**config.mk**
```make
export PLATFORM = sky130hd
export DESIGN_NAME = nand2
export DESIGN_NICKNAME = d
export VERILOG_FILES = /design/src/rtl/nand2.sv
export SDC_FILE = /design/constraint.sdc
export NUM_CORES = 1
export LEC_CHECK = 0
export ABC_AREA = 1
export BUFFER_PORTS_ARGS = -buffer_cell sky130_fd_sc_hd__buf_2
export CAP_MARGIN = 40
export CORE_ASPECT_RATIO = 1.4
export CORE_MARGIN = 5
export CORE_UTILIZATION = 45
export CTS_CLUSTER_SIZE = 12
export DETAILED_ROUTE_END_ITERATION = 12
export GPL_TIMING_DRIVEN = 0
export PLACE_DENSITY = 0.8
export SYNTH_ARGS = -nofsm -noshare
export SYNTH_HDL_FRONTEND = slang
export SYNTH_SLANG_ARGS = --single-unit
```
**constraint.sdc**
```tcl
create_clock -name clk -period 1.4 [get_ports clk]
set_input_delay 0.14 -clock clk [delete_from_list [all_inputs] [get_ports clk]]
set_output_delay 0.14 -clock clk [all_outputs]
set_load 0.01 [all_outputs]
```
**src/rtl/nand2.sv**
```systemverilog
// Bitwise 2-input NAND with a registered observation side: result flop, change pulse, saturating change counter.
// Build option NAND2_PARITY_EN adds o_par, the XOR reduction of o_q.
module nand2 #(
    parameter int WIDTH = 1,
    parameter int CNT_W = 16
) (
    input  logic             clk,
    input  logic             rst,
    input  logic [WIDTH-1:0] a,
    input  logic [WIDTH-1:0] b,
    output logic [WIDTH-1:0] o,
    output logic [WIDTH-1:0] o_q,
    output logic             chg,
    output logic [CNT_W-1:0] chg_cnt
`ifdef NAND2_PARITY_EN
    ,
    output logic             o_par
`endif
);

    logic [WIDTH-1:0] nxt_s;
    logic             diff_s;
    logic [CNT_W-1:0] cnt_nxt_s;

    // NAND result and next-state decode for the change counter
    always_comb begin
        nxt_s  = ~(a & b);
        diff_s = (nxt_s != o_q);
        if (diff_s && (chg_cnt != {CNT_W{1'b1}})) begin
            cnt_nxt_s = chg_cnt + CNT_W'(1);
        end else begin
            cnt_nxt_s = chg_cnt;
        end
    end

    // o stays live through reset; it never passes through the flops
    assign o = nxt_s;

    // Registered result, change pulse and saturating counter
    always_ff @(posedge clk or posedge rst) begin
        if (rst) begin
            o_q     <= {WIDTH{1'b1}};
            chg     <= 1'b0;
            chg_cnt <= {CNT_W{1'b0}};
        end else begin
            o_q     <= nxt_s;
            chg     <= diff_s;
            chg_cnt <= cnt_nxt_s;
        end
    end

`ifdef NAND2_PARITY_EN
    function automatic logic parity_of(input logic [WIDTH-1:0] v);
        return ^v;
    endfunction

    // Parity registered alongside o_q so the two never disagree
    always_ff @(posedge clk or posedge rst) begin
        if (rst) begin
            o_par <= parity_of({WIDTH{1'b1}});
        end else begin
            o_par <= parity_of(nxt_s);
        end
    end
`endif

endmodule

```
======== After elaboration in Yosys (flattened, before gate mapping) ========
Cells that the tools add are included.
storage, ports and cells
  output and inout bits ................... 19
  word-level logic and storage cells ...... 9
  bits in registers ....................... 18
  input port bits ......................... 4
operators by class
  bitwise gates (word level) .............. 2
  reductions and logical operators ........ 1
  add/sub/neg operators ................... 1
  equality and inequality tests ........... 2
operator list
  kind                   count
  $add 16x1->16 const B  1
  $ne 16x16->1 const B   1
  $and 1x1->1            1
  $logic_and 1x1->1      1
  $ne 1x1->1             1
  $not 1->1              1

======== Logic depth before layout (Yosys ltp) ========
  word-level depth ........................ 4
  gate-level depth with buffers ........... 9
  gate-level depth less buffers ........... 8

======== Worst setup path before layout ========
Ideal clock, no wire load.
  kind .................................... register to register
  from .................................... register chg_cnt[1]
  to ...................................... register chg_cnt[13]
  required time ........................... 1.284 ns
  setup slack ............................. -0.053 ns
  stages on the path, launching flop included .. 10
  period minus slack after synthesis ...... 1.453 ns
  data arrival time ....................... 1.337 ns
  buffers on the path ..................... 1
  path through ............................ dfrtp_1 -> ha_1 -> nand3_2 -> inv_2 -> nand2_2 -> nor2_2 -> nor2_2 -> buf_6 -> nand2_1 -> nand2_1
on the way
  word-level cells in the longest chain between the ends .. 2
  elaborated cells between the ends (all ways) .. 3
  those cells by class .................... 1 x add/sub; 1 x eq/ne; 1 x reduce/logical
RTL lines
  what                                                   RTL line  RTL
  from (decl)                                            14        output logic [CNT_W-1:0] chg_cnt
  from (signal assigned)                                 44        chg_cnt <= {CNT_W{1'b0}};
  from (signal assigned)                                 48        chg_cnt <= cnt_nxt_s;
  branches (longest 2 deep; another with $add 16x1->16)  -
Several ways; the timed one is not identified.
A chain may end at the register's enable or synchronous reset.

======== Worst setup path after layout ========
  from .................................... register chg_cnt[13]
  to ...................................... register chg_cnt[2]
on the way
  word-level cells in the longest chain between the ends .. 2
RTL lines
  what               RTL line  RTL
  $ne 16x16->1       29        if (diff_s && (chg_cnt != {CNT_W{1'b1}})) begin
  $logic_and 1x1->1  29
No other way between the ends.

==> run metrics <==
io pins=23; prevailing post-synth register cell=dfrtp_1; share of layout cells above drive strength 1=44.50%; PD cells=1203 nW/µm²; crit path launch type=flip-flop; Max-cap violations=0; Synth top area share=37.61%; number of nets in the layout=197; Post-route DRC=0; final instance area=1505 µm²; Total GRT Usage=approximately 17%; Post-DRT Antenna Nets=0; reg2reg start=chg_cnt[13]; CTS tree=built; hold endpoint=o_q; Core ar.=2391 µm²; clock root buffer=clkbuf_4; worst hold path class=in2reg; initial core utilization=between 40 and 50%; Slew Viols, Final=0; Fmax=699.5 MHz; Synth cell types=21; violated checks=negative setup slack; Post-Syn Instances=153; Yosys reg bits=18; Die Wd=52.37 µm; Post-synth ARST share=100.0%; RSZ-0062 raised after global routing=true; Critical Path Fanout Max=6; hold path start=b; initial antenna violation count=0; Slew @ Worst Pin=roughly 0.67 ns; clk_skew=0.01786 ns; Via Count=around 1,200; Rows=21; Final min period=around 1.4 ns; Pre-antenna DRT Iters=4; worst setup path category=reg2reg; Post-Route WL=2923 µm; slew margin rel.=55.51%; Synth top cells by count=nand2_1, dfrtp_1, inv_1; Post-synth EDFFs=0; Yosys top cell by area=dfrtp_1; Synth Warn #=0; Final Setup Violations=6; Area Growth Syn to Fin=33.07%; vias per cell=5.116; Post-Place Cell Area=1297 µm²; RePlAce Congestion=0.8267; HPWL Detailed=1950 µm; Area contributors post-synth=dfrtp_1, nand2_1, inv_1, nor2_1, o21ai_2; Hold Worst Slack=between 0.04 and 0.05 ns; clock-pin slew on the worst setup and hold paths=~0.090 ns; CTS buffer count=3; area of the mapped netlist=1131 µm²; # diodes=0; Seq/Total Area, Yosys=39.93%; Hold Crit Depth=2; die area=3630 µm²; Clock Latency Late Sink=about 0.31 ns; worst path arrival time=1.62 ns; Mean Syn Cell Area=7.393 µm²; Setup WS post-layout=-0.02955 ns; DR iter-0 viols=33; R2R Setup Slk=-0.03 ns; largest net degree at the start of global routing=19; IO Port Bufs=22; peak supply drop=0.0008214 V; Final Hold Fails=0; endpoint class of the critical path=flip-flop; Worst EP required=1.59 ns; leakage power=0.7079 nW; post-layout util=62.95%; Clock Tree Buf Depth=2; clock sinks=18; status=finished with violations; number of global-route vias before repair=1,106; Congestion Overflow GR=0; first-pass GRT wire length=4754 µm; routed length per instance=12.99 µm; Syn Nets=158; die height=69.32 µm; H-tree depth=1; Worst R2R Path Depth=6; setup total negative slack=-0.1136 ns; worst reg2reg path endpoint=chg_cnt[2]; post-route clock period utilization=102.1%; most frequent cell after synthesis=nand2_1
==> cells by family (layout without fill, tap and decap cells) <==
| group | after synthesis | count (layout) | share of synthesized area (%) |
|---|---|---|---|
| buffers and inverters | 17 | 55 | 6.969 |
| and+or+nand+nor | 102 | 102 | 41.37 |
| xor gates and xnor gates | 5 | 5 | 4.536 |
| AOI/OAI and AO/OA | 10 | 10 | 6.084 |
| DFF | 18 | 18 | 39.93 |
| adders and majority gates | 1 | 1 | 1.106 |
==> cell type report <==
class | instances | area, µm²
multi-input cells | 118 | 683.2
repair buffers | 35 | 221.5
plain buffers | 1 | 11.26
inverters | 15 | 58.81
well taps | 34 | 42.54
flip-flops and latches | 18 | 461.7
clock buffers | 4 | 26.28
fillers | 196 | 885.9
==> layout by cell type, fill, tap and decap left out, types with 6 or more instances in the layout <==
cell type  count
nor2_1        10
nand3_1        8
inv_1         14
nand2_2       18
nand4_1        6
nand2_1       48
buf_4          9
o21ai_2        7
dfrtp_2        8
buf_2         22
dfrtp_1        9
==> metal layers <==
layer	global-route usage (%)	vias to the layer above	routed length (µm)
li1	-	554	-
met1	19.92	557	1119
met2	28.31	29	1589
met3	1.290	11	88
met4	10.80	0	127
met5	0	-	0
==> how the worst max path moves through the flow <==
stage                      from           to  slack, ns  depth (start not counted)
floorplan            chg_cnt[1]  chg_cnt[13]      0.001                          9
global placement     chg_cnt[0]  chg_cnt[13]      -0.12                          9
detailed placement   chg_cnt[1]  chg_cnt[13]      -0.13                          9
CTS                  chg_cnt[1]   chg_cnt[2]      0.005                          8
global route        chg_cnt[12]   chg_cnt[6]      -0.14                          7
finish              chg_cnt[13]   chg_cnt[2]      -0.03                          6
==> where the power goes <==
group	internal, mW	total (mW)	switching [mW]
Combinational	0.336	0.730	0.394
Clock	0.111	0.283	0.171
Sequential	0.635	0.798	0.162
Total	1.08	1.81	0.728
==> worst max-delay path: stages (launching register included) <==
cell and delay, ns:
dfrtp_1 0.47, nand2_2 0.14, nor2_8 0.15, nand4_1 0.19
nand2_2 0.17, buf_6 0.15, o21ai_2 0.05
==> registers in the layout (all words and copies together) (netlist names) <==
name	flops
chg_cnt	16
chg	1
o_q	1
==> per-stage QoR <==
step | cells | total power [mW] | setup slack, ns
after CTS | 220 | 1.702 | 0.005337
final | 225 | 1.811 | -0.02955
after global routing | 225 | 1.940 | -0.1364
after floorplan | 153 | 1.143 | 0.001413
after global placement | 209 | 1.318 | -0.1156
after detailed placement | 209 | 1.345 | -0.1301
==> what timing repair did <==
| action | 4_1_cts | 5_1_grt |
|---|---|---|
| gates resized for setup | 7 | 32 |
| gates cloned | 0 | 1 |
| pin swaps | 2 | 8 |
| endpoints found under the hold margin | 17 | 0 |
| hold buffers | 1 | 0 |
| endpoints found under the setup margin | 14 | 15 |
| setup buffers | 7 | 4 |
Power figures use the tool's default switching activity.
